File: src/rtl/instr_fetch_dispatch.sv
// Instruction sequencer: fetches a word, decodes its opcode and starts the matching
// execution FSM, with bounded waits on the memory and execution handshakes.
module instr_fetch_dispatch #(
  parameter int IW      = 16,
  parameter int TIMEOUT = 15
) (
  input  logic          clk,
  input  logic          reset,
  input  logic          run,
  input  logic          mem_ready,
  input  logic [IW-1:0] instr_in,
  input  logic          exec_done,
  output logic          pc_out_en,
  output logic          mem_read,
  output logic [IW-1:0] ir,
  output logic          start_reg_alu,
  output logic          start_imm_alu,
  output logic          start_mem,
  output logic          start_branch,
  output logic          pc_inc,
  output logic          halted,
  output logic          err,
  output logic [7:0]    instr_count
);

  localparam int WW = (TIMEOUT < 1) ? 1 : $clog2(TIMEOUT + 1);

  typedef enum logic [3:0] {
    IDLE, FETCH, FETCH_WAIT, DECODE, DISPATCH, EXEC_WAIT, NOP, HALT, ERROR
  } state_t;

  state_t        state, next_state;
  logic [WW-1:0] wait_cnt;
  logic [3:0]    opcode;
  logic          timed_out;
  logic          in_wait;
  logic          retire;

  assign opcode    = ir[IW-1:IW-4];
  assign timed_out = (wait_cnt == WW'(TIMEOUT));
  assign in_wait   = (state == FETCH_WAIT) || (state == EXEC_WAIT);
  assign retire    = (state == NOP) || ((state == EXEC_WAIT) && exec_done);

  // Wait counter restarts whenever a wait state is entered or left.
  always_ff @(posedge clk) begin
    if (!reset) begin
      state       <= IDLE;
      ir          <= '0;
      instr_count <= '0;
      wait_cnt    <= '0;
    end else begin
      state <= next_state;
      if ((state == FETCH_WAIT) && mem_ready)
        ir <= instr_in;
      if (retire)
        instr_count <= instr_count + 8'd1;
      if (in_wait && (next_state == state))
        wait_cnt <= wait_cnt + WW'(1);
      else
        wait_cnt <= '0;
    end
  end

  always_comb begin
    next_state    = state;
    pc_out_en     = 1'b0;
    mem_read      = 1'b0;
    start_reg_alu = 1'b0;
    start_imm_alu = 1'b0;
    start_mem     = 1'b0;
    start_branch  = 1'b0;
    pc_inc        = 1'b0;
    halted        = 1'b0;
    err           = 1'b0;
    case (state)
      IDLE: begin
        if (run)
          next_state = FETCH;
      end
      FETCH: begin
        pc_out_en  = 1'b1;
        mem_read   = 1'b1;
        next_state = FETCH_WAIT;
      end
      // A handshake arriving on the timeout cycle still wins.
      FETCH_WAIT: begin
        pc_out_en = 1'b1;
        mem_read  = 1'b1;
        if (mem_ready)
          next_state = DECODE;
        else if (timed_out)
          next_state = ERROR;
      end
      DECODE: begin
        case (opcode)
          4'h0:                                            next_state = NOP;
          4'h1, 4'h2, 4'h3, 4'h4, 4'h5, 4'h6, 4'h7, 4'h8: next_state = DISPATCH;
          4'hF:                                            next_state = HALT;
          default:                                         next_state = ERROR;
        endcase
      end
      DISPATCH: begin
        case (opcode)
          4'h1, 4'h2, 4'h3: start_reg_alu = 1'b1;
          4'h4, 4'h5, 4'h6: start_imm_alu = 1'b1;
          4'h7:             start_mem     = 1'b1;
          4'h8:             start_branch  = 1'b1;
          default:          ;
        endcase
        next_state = EXEC_WAIT;
      end
      EXEC_WAIT: begin
        if (exec_done)
          next_state = run ? FETCH : IDLE;
        else if (timed_out)
          next_state = ERROR;
      end
      NOP: begin
        pc_inc     = 1'b1;
        next_state = run ? FETCH : IDLE;
      end
      HALT:    halted = 1'b1;
      ERROR:   err    = 1'b1;
      default: next_state = IDLE;
    endcase
  end

endmodule

File: config.mk
export PLATFORM = sky130hd
export DESIGN_NAME = instr_fetch_dispatch
export DESIGN_NICKNAME = d
export VERILOG_FILES = /design/src/rtl/instr_fetch_dispatch.sv
export SDC_FILE = /design/constraint.sdc
export NUM_CORES = 1
export LEC_CHECK = 0
export BUFFER_PORTS_ARGS = -buffer_cell sky130_fd_sc_hd__buf_4
export CORE_MARGIN = 5
export CORE_UTILIZATION = 25
export CTS_CLUSTER_SIZE = 8
export DETAILED_ROUTE_END_ITERATION = 8
export PLACE_DENSITY = 0.48
export SLEW_MARGIN = 20
export SYNTH_ARGS = -nofsm -noshare
export SYNTH_HDL_FRONTEND = slang
export SYNTH_SLANG_ARGS = --single-unit
File: constraint.sdc
create_clock -name clk -period 1.5 [get_ports clk]
set_input_delay 0.075 -clock clk [delete_from_list [all_inputs] [get_ports clk]]
set_output_delay 0.075 -clock clk [all_outputs]
set_load 0.005 [all_outputs]
# Word-level counts from Yosys, hierarchy flattened
# Memory sizes are Yosys's and may differ from the RTL's. A register that Yosys moved wholly into a read port is not among the register bits.
# Cells that the tools add are included.
# Widths: inputs -> output; s select.
# totals
regBits,32
romBits,64
input_bits,21
memories,1
# memory_table
name,depth,word_bits,read_ports,rd_ports_with_merged_regs,wr,line,source
(name not given),16,4,1,1,0,95,case (opcode)
# classes
n_addsub,2
eq_ne,18
muxes,20
n_reduce_logical,11
# op_table
op,count
$eq 4x3->1 const B,8
$pmux 4 s8,1
$mux 4,6
$eq 4x2->1 const B,4
$mux 1,13
$eq 4x4->1 const B,3
$add 8x1->8 const B,1
$eq 4x1->1 const B,2
$reduce_or 3->1,2
$add 4x1->4 const B,1
$eq 4x4->1,1
$logic_not 4->1,1
$reduce_or 2->1,2
$logic_and 1x1->1,3
$logic_or 1x1->1,2
$reduce_and 2->1,1

# Depth between registers and ports, before layout
# Gate-level depths: netlist of the first run.
# logic_depth
word_depth,7
mapped_depth,7

# Worst setup path after synthesis of the first run
# OpenSTA, ideal clock, no wires.
# synth_path
kind,register to register
from,register state[0]
to,register state[3]
setup_time_ps,64
arrival_ps,1424
setup_slack_ps,12
stages_incl_launch_ff,6
period_less_slack_ps,1488
cell_sequence,dfxtp_1 buf_6 or4b_4 o21a_2 o32a_1 nor2_1
# synth_between
elab_chain_len,3
word_cells_on_any_way,11
cone_classes,eq/ne: 8; mux: 1; reduce/logical: 2
# synth_lines
element,line,source
start: declaration,32,"state_t state, next_state;"
start signal: assignment,52,state <= next_state;
$eq 4x4->1 / $eq 4x3->1 (equally long branches),75,case (state)
$reduce_or 2->1 (no line),--,
$pmux 4 s8 *,75,
# Every way passes the cells marked *; elsewhere a longest branch is shown, timed or not.
# A chain may end at the register's enable or synchronous reset.

# Worst setup path after layout of the first run
# layout_path
from,register ir[13]
to,output start_branch
# layout_between
elab_chain_len,3
# layout_lines
element,line,source
start: declaration,15,"output logic [IW-1:0] ir,"
start signal: assignment,54,ir <= instr_in;
$eq 4x4->1,103,case (opcode)
$mux 1,103,
$mux 1,75,
end: declaration,19,"output logic start_branch,"
# No other way between the ends.

==> results.json, run 1 <==
{
  "routabilityCongestion": 0.729,
  "timing.final.crit_share_pct": 98.9,
  "cts_inserted_buffers": 5,
  "std_cell_rows": 30,
  "postRouteAntennaNets": 0,
  "crit_type": "flop to output pin",
  "min_period_ps": 1480,
  "placed_area_um2": 2300,
  "wl_um": 4660,
  "pre_cts_ws_ps": -0.610,
  "syn2layout_area_growth_pct": 48.9,
  "setup_viol": 0,
  "clock_latency_ps": 290,
  "core_area_um2": 6680,
  "grt_pass1_wl_um": 7830,
  "synth_nets": 229,
  "finalHoldViolCount": 0,
  "viasPerCell": 4.64,
  "hold_ws_ps": 32.1,
  "worst_r2r_path_depth": 3,
  "drt_first_pass_iters": 4,
  "fin_skew_ps": 3.01,
  "drc": 0,
  "wl_met1_um": 2220,
  "power.density_nw_per_um2": 877,
  "ys_ff_latch": 36,
  "tightest_slew_ps": 292,
  "slew_viol_final": 0,
  "hold_start": "instr_in[2]",
  "power.total_uw": 2210,
  "critPathArrivalTime_ps": 1410,
  "track_usage_pct": 11.2,
  "ios": 54,
  "cts_tree": "built",
  "slew_headroom_pct": 80.5,
  "ys.flop_type": "dfxtp_1",
  "async_flop_share_pct": 0,
  "yosys.area.top_type_share_pct": 42.5,
  "hpwl_um": 3510,
  "yosys_warnings": 0,
  "grt_max_degree": 23,
  "wl_per_cell_um": 12.8,
  "portBuffers": 53,
  "wl_met2_um": 2160,
  "synth_common_cells": "nand2_1 (39), dfxtp_1 (36), a21oi_1 (22)",
  "cts_buffer_depth": 2,
  "status": "finished, final reports clean",
  "hold_depth": 3,
  "vias": 1683,
  "cts-root-buf": "clkbuf_8",
  "critPathRequiredTime_ps": 1420,
  "drv_cap": 0,
  "min_to": "ir[2]",
  "critical_path.endpoint_type": "output pin",
  "critPathMaxFanout": 3,
  "cts.sinks": 36,
  "postSynthCellCount": 206,
  "top_layer": "met4",
  "synth_edf_count": 0,
  "power.leakage_uw": 0.00101,
  "cp-start-kind": "flop",
  "reg2reg_from": "state[2]",
  "grt_pass1_vias": 1661,
  "nets": 305,
  "max_freq_mhz": 674,
  "cts.clk_slew.worst_paths_ps": 70,
  "post-route-cell-area_um2": 2520,
  "ys_types": 44,
  "wl_met3_um": 257,
  "diodes": 0,
  "syn_area_um2": 1700,
  "grt-ovfl-total": 0,
  "r2r_slack_ps": 30,
  "start_util_pct": 25.4,
  "synth_area_per_cell_um2": 8.23,
  "r2r_end": "wait_cnt[1]",
  "final_cells": 363,
  "grt_setup_unrepaired": "true",
  "h-tree-depth": 2,
  "antenna_found_initial": 0,
  "hold_path_class": "input port to flop",
  "die_x_um": 92.4,
  "post-place-cells": 350,
  "fin_ws_ps": 16.8,
  "dr.first_iter.drc_count": 80,
  "synth_top_cell_by_area": "dfxtp_1",
  "die-height_um": 92.4,
  "drive_above_1_share_pct": 37.5,
  "die_area_um2": 8530,
  "yosys-top-cells-area": "dfxtp_1 (43%), nand2_1 (8.6%), a21oi_1 (6.5%), nor2_1 (3.1%), nand3_1 (2.4%)",
  "yosysMostFrequentCell": "nand2_1",
  "ys_seq_area_share_pct": 42.5,
  "vdd_drop_max_mv": 0.332
}
[worst max path at each step]
stage,startpoint,endpoint,cells past startpoint
finish,ir[13],start_branch,4
global route,ir[13],start_branch,4
CTS,ir[14],start_branch,4
detailed placement,state[1],instr_count[5],4
global placement,state[1],instr_count[7],4
floorplan,state[0],state[3],5
[cell usage in the layout, fill, tap and decap left out, types with 3 or more instances in the layout]
cell       synthesis  routed
buf_4              1      76
nand2_1           39      39
dfxtp_1           36      30
a21oi_1           22      22
nor2_1            14      13
nand3_1            8       8
o21ai_0            7       7
clkbuf_8           0       6
and2_1             4       4
inv_1              4       4
xnor2_1            4       4
dfxtp_2            0       4
nand4_1            3       3
o21ai_1            3       3
nand3b_1           3       3
or3_1              4       3
o211ai_1           3       3
o2111ai_1          4       3
[stage by stage]
stage	setup TNS, ps	utilization (%)
final	0	37.8
after global routing	-176	37.8
after CTS	-13.1	36.9
after detailed placement	-0.610	34.4
after global placement	0	34.4
after floorplan	0	-
[critical path, stage by stage (launching register included)]
cell     delay, ps
dfxtp_2        320
or3_4          410
nor4_4         140
and2_1         150
buf_4          100
[area by class of cell]
type / instances / area [um^2]
clock buffer: 8 / 90.1
fill: 736 / 4160
inverter: 5 / 18.8
multi-input combinational: 155 / 978
sequential: 36 / 733
tap: 80 / 100
timing repair buffer: 79 / 603
[power breakdown]
group          switching, uW  total (uW)  internal (uW)  leakage (uW)
clock                    341         716            375     0.0000455
combinational            236         468            233      0.000666
sequential              33.8        1030            997      0.000294
total                    610        2210           1600       0.00101
[timing repair]
action                                  4_1_cts  5_1_grt
pin swaps                                     3        2
hold endpoints to repair                      2        0
gates resized for setup                      12       11
hold buffers                                  1        0
endpoints found under the setup margin       12       11
buffers inserted                              3        1
[layer usage]
layer / vias to the layer above / track usage (%)
li1: 880 / -
met1: 762 / 14.7
met2: 38 / 17.6
met3: 3 / 4.14
met4: 0 / 2.60
met5: - / 0
[cells by family after synthesis]
family                   count (synthesis)  synth area share, %
AO/OA/AOI/OAI                           52                 20.0
XOR/XNOR                                 6                 3.10
adder cells (fa/ha/maj)                  2                 1.48
buffers and inverters                   15                 4.13
flip-flops                              36                 42.5
multiplexers                             4                 2.51
AND/OR/NAND/NOR                         91                 26.3
(Power assumes the default switching activity.)
==> run 2, diff against run 1 <==
- SETUP_SLACK_MARGIN: default -> 0.5
==> run 2 against run 1 <==
- sequential share of layout area down 6.5 points
- cell count rose by 4.1%
- worst setup slack lost 23 ps
- flip-flop and latch count did not move
- clock power increased by 19%
- via count is 8.9% higher
- register-to-register slack worse by 30 ps
- the flow now finishes with violations (setup timing)
- non-clock buffer count increased by 15
==> results.json, run 2 (synthesized netlist as in run 1, its figures left out) <==
{
  "drc": 0,
  "cts_inserted_buffers": 5,
  "critPathMaxFanout": 5,
  "mostFrequentLayoutCells": "buf_4 (56), buf_6 (27), dfxtp_1 (26), a21oi_2 (20), nand2_4 (19)",
  "track_usage_pct": 12.8,
  "wl_um": 5590,
  "wl_per_cell_um": 14.8,
  "die_area_um2": 8530,
  "cpMaxStageDelayCell": "or3_4",
  "cp-start-kind": "flop",
  "grt_pass1_vias": 1768,
  "syn2layout_area_growth_pct": 96.2,
  "hold_ws_ps": 31.0,
  "dr.first_iter.drc_count": 77,
  "crit_buf_inv": 1,
  "core_area_um2": 6680,
  "postRouteAntennaNets": 0,
  "nets": 320,
  "critical_path.endpoint_type": "output pin",
  "grt_pass1_wl_um": 8810,
  "slew_headroom_pct": 72.5,
  "pre_cts_ws_ps": -12.7,
  "viasPerCell": 4.85,
  "die_x_um": 92.4,
  "regArea_um2": 751,
  "antenna_found_initial": 0,
  "start_util_pct": 25.4,
  "routabilityCongestion": 0.770,
  "power.total_uw": 2740,
  "multi_input_area_um2": 1430,
  "timing.final.crit_share_pct": 100,
  "cts.sinks": 36,
  "hpwl_um": 3390,
  "vias": 1832,
  "cts-root-buf": "clkbuf_8",
  "portBuffers": 53,
  "grt_setup_unrepaired": "true",
  "fillerInstances": 628,
  "fin_ws_ps": -6.16,
  "power.density_nw_per_um2": 824,
  "power.leakage_uw": 0.00128,
  "tightest_slew_ps": 413,
  "drt_first_pass_iters": 2,
  "hold_depth": 3,
  "status": "complete, but fails checks",
  "cts.clk_slew.worst_paths_ps": 70,
  "clock_latency_ps": 290,
  "final_common_cell": "buf_4",
  "h-tree-depth": 2,
  "diodes": 0,
  "crit_family": "simple AND/OR/NAND/NOR gates",
  "ios": 54,
  "worst_r2r_path_depth": 4,
  "setup_viol": 1,
  "path_cells": "or3_4 > nor4_2 > and2_1 > buf_4",
  "max_freq_mhz": 664,
  "die-height_um": 92.4,
  "grt-ovfl-total": 0,
  "critPathRequiredTime_ps": 1420,
  "slew_viol_final": 0,
  "drv_cap": 0,
  "violations": "setup timing",
  "fin_skew_ps": 3.31,
  "drive_above_1_share_pct": 67.4,
  "crit_type": "flop to output pin",
  "std_cell_rows": 30,
  "vdd_drop_max_mv": 0.501,
  "finalHoldViolCount": 0,
  "min_period_ps": 1510,
  "cts_tree": "built",
  "critPathArrivalTime_ps": 1430,
  "grt_max_degree": 27,
  "crit_cells": 4,
  "hold_path_class": "input port to flop",
  "cts_buffer_depth": 2,
  "cp_slowest_stage_delay_ps": 380
}
run 2: cell count changes in the layout (fill, tap and decap cells not counted), sizes merged:
| cell | previous run | this run |
|---|---|---|
| clkinv | 0 | 1 |
| buf | 78 | 93 |
| clkbuf | 8 | 6 |
| bufinv | 0 | 1 |
run 2: worst paths after layout:
path                   to        start  slack, ps
max          start_branch       ir[13]         -6
min                 ir[8]  instr_in[8]         30
max reg2reg      state[3]     state[0]          0
min reg2reg   wait_cnt[0]  wait_cnt[0]        460
run 2: power breakdown:
group	switching, uW	internal (uW)	total (uW)	leakage (uW)
clock network	361	494	855	0.0000552
logic	383	462	845	0.000923
registers	50.1	993	1040	0.000298
run 2: per-stage QoR:
stage	instances	cell area (um^2)	TNS, ps	utilization, %
floorplan	206	1810	0	-
global placement	339	2300	0	34.5
detailed placement	339	2300	-12.7	34.5
CTS	370	3010	-65.4	45.0
global route	378	3330	-235	49.8
finish	378	3330	-6.16	49.8
run 2: area by class of cell:
class,count,area share (%)
tap,80,3.01
multi-input combinational,155,42.8
sequential,36,22.6
inverter,5,0.564
timing repair buffer,94,27.8
clock inverter,2,1.05
clock buffer,6,2.18
run 2: metal layers:
| layer | routed length (um) | global-route usage [%] |
|---|---|---|
| met1 | 2330 | 15.3 |
| met2 | 2870 | 21.9 |
| met3 | 313 | 3.98 |
| met4 | 77 | 4.21 |
| met5 | 0 | 0 |
run 2: tightest hold or removal path: cells and delay by family:
family          cells  cell delay [ps]
compound gates      1               40
buf+inv             1              110
simple gates        1               50
run 2: repair_timing:
item,4_1_cts,5_1_grt
gates cloned,2,0
hold buffers,1,0
endpoints found under the hold margin,2,0
endpoints found under the setup margin,45,47
pin swaps,51,30
resized for setup,96,60
buffers inserted,20,8
==> run 3, diff against run 2 <==
--- a/config.mk
+++ b/config.mk
@@ -6,10 +6,11 @@
 export NUM_CORES = 1
 export LEC_CHECK = 0
-export BUFFER_PORTS_ARGS = -buffer_cell sky130_fd_sc_hd__buf_4
+export CAP_MARGIN = 20
 export CORE_MARGIN = 5
 export CORE_UTILIZATION = 25
 export CTS_CLUSTER_SIZE = 8
 export DETAILED_ROUTE_END_ITERATION = 8
-export PLACE_DENSITY = 0.48
+export DONT_BUFFER_PORTS = 1
+export PLACE_DENSITY = 0.41
 export SETUP_SLACK_MARGIN = 0.5
 export SLEW_MARGIN = 20
==> constraint.sdc (replaced) <==
create_clock -name clk -period 1.5 [get_ports clk]
set_input_delay 0.075 -clock clk [delete_from_list [all_inputs] [get_ports clk]]
set_output_delay 0.075 -clock clk [all_outputs]
set_load 0.02 [all_outputs]
==> run 3 against run 2 <==
- the run still ends with setup timing left
- combinational power is 21% lower
- wire length is 7.0% lower
- worst hold slack better by 12 ps
- fmax is 1.1% lower
- largest cell class unchanged
==> results.json, run 3 (synthesized netlist as in run 1, its figures left out) <==
{
  "status": "complete, but fails checks",
  "violations": "setup timing",
  "power.total_uw": 2560,
  "max_freq_mhz": 657,
  "setup_viol": 4,
  "crit_buf_inv": 2,
  "power.leakage_uw": 0.000984,
  "drc": 0,
  "viasPerCell": 4.85,
  "tightest_slew_ps": 340,
  "std_cell_rows": 30,
  "drv_cap": 0,
  "cts_inserted_buffers": 5,
  "slew_viol_final": 0,
  "syn2layout_area_growth_pct": 65.6,
  "drt_first_pass_iters": 4,
  "grt_max_degree": 24,
  "fin_ws_ps": -22.5,
  "path_cells": "and2b_2 > buf_6 > nand3b_1 > buf_6 > nor2_4",
  "fillerInstances": 669,
  "die_area_um2": 8530,
  "critPathMaxFanout": 4,
  "dr.first_iter.drc_count": 97,
  "worst_r2r_path_depth": 4,
  "regArea_um2": 746,
  "routabilityCongestion": 0.734,
  "core_area_um2": 6680,
  "grt_setup_unrepaired": "true",
  "die_x_um": 92.4,
  "critPathRequiredTime_ps": 1420,
  "critical_path.endpoint_type": "output pin",
  "mostFrequentLayoutCells": "dfxtp_1 (24), nand2_1 (21), a21oi_2 (19), dlygate4sd3_1 (18), buf_4 (18)",
  "r2r_end": "state[3]",
  "wl_per_cell_um": 15.4,
  "pre_cts_ws_ps": 21.6,
  "grt_pass1_vias": 1618,
  "drive_above_1_share_pct": 50.0,
  "grt_pass1_wl_um": 8470,
  "reg2reg_from": "state[2]",
  "crit_path_start": "state[3]",
  "diodes": 0,
  "track_usage_pct": 12.5,
  "hpwl_um": 3490,
  "vias": 1639,
  "cp-start-kind": "flop",
  "cts-root-buf": "clkbuf_8",
  "cts.clk_slew.worst_paths_ps": 80,
  "multi_input_area_um2": 1300,
  "cts_tree": "built",
  "setup_tns_ps": -72.6,
  "antenna_found_initial": 0,
  "final_util_pct": 42.0,
  "slew_headroom_pct": 77.3,
  "timing.final.crit_share_pct": 101,
  "portBuffers": 0,
  "hold_path_class": "input port to flop",
  "die-height_um": 92.4,
  "min_period_ps": 1520,
  "fin_skew_ps": 5.18,
  "power.density_nw_per_um2": 912,
  "wl_um": 5200,
  "crit_family": "simple AND/OR/NAND/NOR gates",
  "nets": 280,
  "cp_slowest_stage_delay_ps": 340,
  "cts.sinks": 36,
  "hold_start": "instr_in[15]",
  "h-tree-depth": 2,
  "hold_depth": 2,
  "crit_type": "flop to output pin",
  "cpMaxStageDelayCell": "dfxtp_2",
  "vdd_drop_max_mv": 0.474,
  "cts_buffer_depth": 2,
  "postRouteAntennaNets": 0,
  "final_common_cell": "dfxtp_1",
  "start_util_pct": 25.4,
  "grt-ovfl-total": 0,
  "clock_latency_ps": 280,
  "finalHoldViolCount": 0,
  "cpMostUsedCell": "buf_6",
  "r2r_slack_ps": -10,
  "critPathArrivalTime_ps": 1450,
  "ios": 54
}
[run 3: cell count changes in the layout (fill, tap and decap cells not counted), sizes merged]
cell,before,now
buf,93,36
dlygate4sd3,1,18
[run 3: worst reg2reg max path, delay by kind of cell, from the launching register on]
kind            cells  cell delay (ps)
simple gates        2              630
compound gates      2              440
flops               1              370
[run 3: worst max path at each step]
stage                     to  depth (start not counted)
2_1_floorplan       state[3]                          5
3_5_place_dp        state[3]                          4
5_1_grt        start_imm_alu                          5
6_report       start_imm_alu                          5
3_3_place_gp        state[3]                          4
4_1_cts        start_imm_alu                          5
[run 3: layout make-up]
type,instances,share of cell area [%]
Multi-Input combinational cell,155,46.4
Sequential cell,36,26.6
Timing Repair Buffer,54,19.0
Tap cell,80,3.57
Clock buffer,6,2.58
Clock inverter,2,1.25
Inverter,5,0.668
[run 3: power breakdown]
| group | switching, uW | internal [uW] |
|---|---|---|
| Clock | 348 | 493 |
| Sequential | 56.6 | 997 |
| Combinational | 343 | 323 |
| Total | 748 | 1810 |
[run 3: stage by stage]
step | instance area (um^2) | std cells | hold slack [ps]
global route | 2810 | 338 | 48.1
global placement | 2040 | 299 | 152
finish | 2810 | 338 | 42.8
detailed placement | 2040 | 299 | 149
CTS | 2650 | 337 | 31.3
floorplan | 1850 | 206 | 144
[run 3: repair_timing]
action                                 in CTS  in global routing
gates resized for setup                    66                 35
hold buffers                               18                  0
endpoints found under the hold margin      22                  0
buffers inserted                           12                  1
setup endpoints to repair                  45                 46
cloned                                      0                  0
pin swaps                                  22                 16
[run 3: per-layer routing]
| layer | vias to the layer above | GRT usage [%] | part of all wire (%) |
|---|---|---|---|
| met5 | - | 0 | 0 |
| met4 | 0 | 3.34 | 0.77 |
| met3 | 5 | 3.98 | 5.0 |
| met2 | 37 | 20.1 | 52 |
| met1 | 762 | 16.1 | 43 |
| li1 | 835 | - | - |
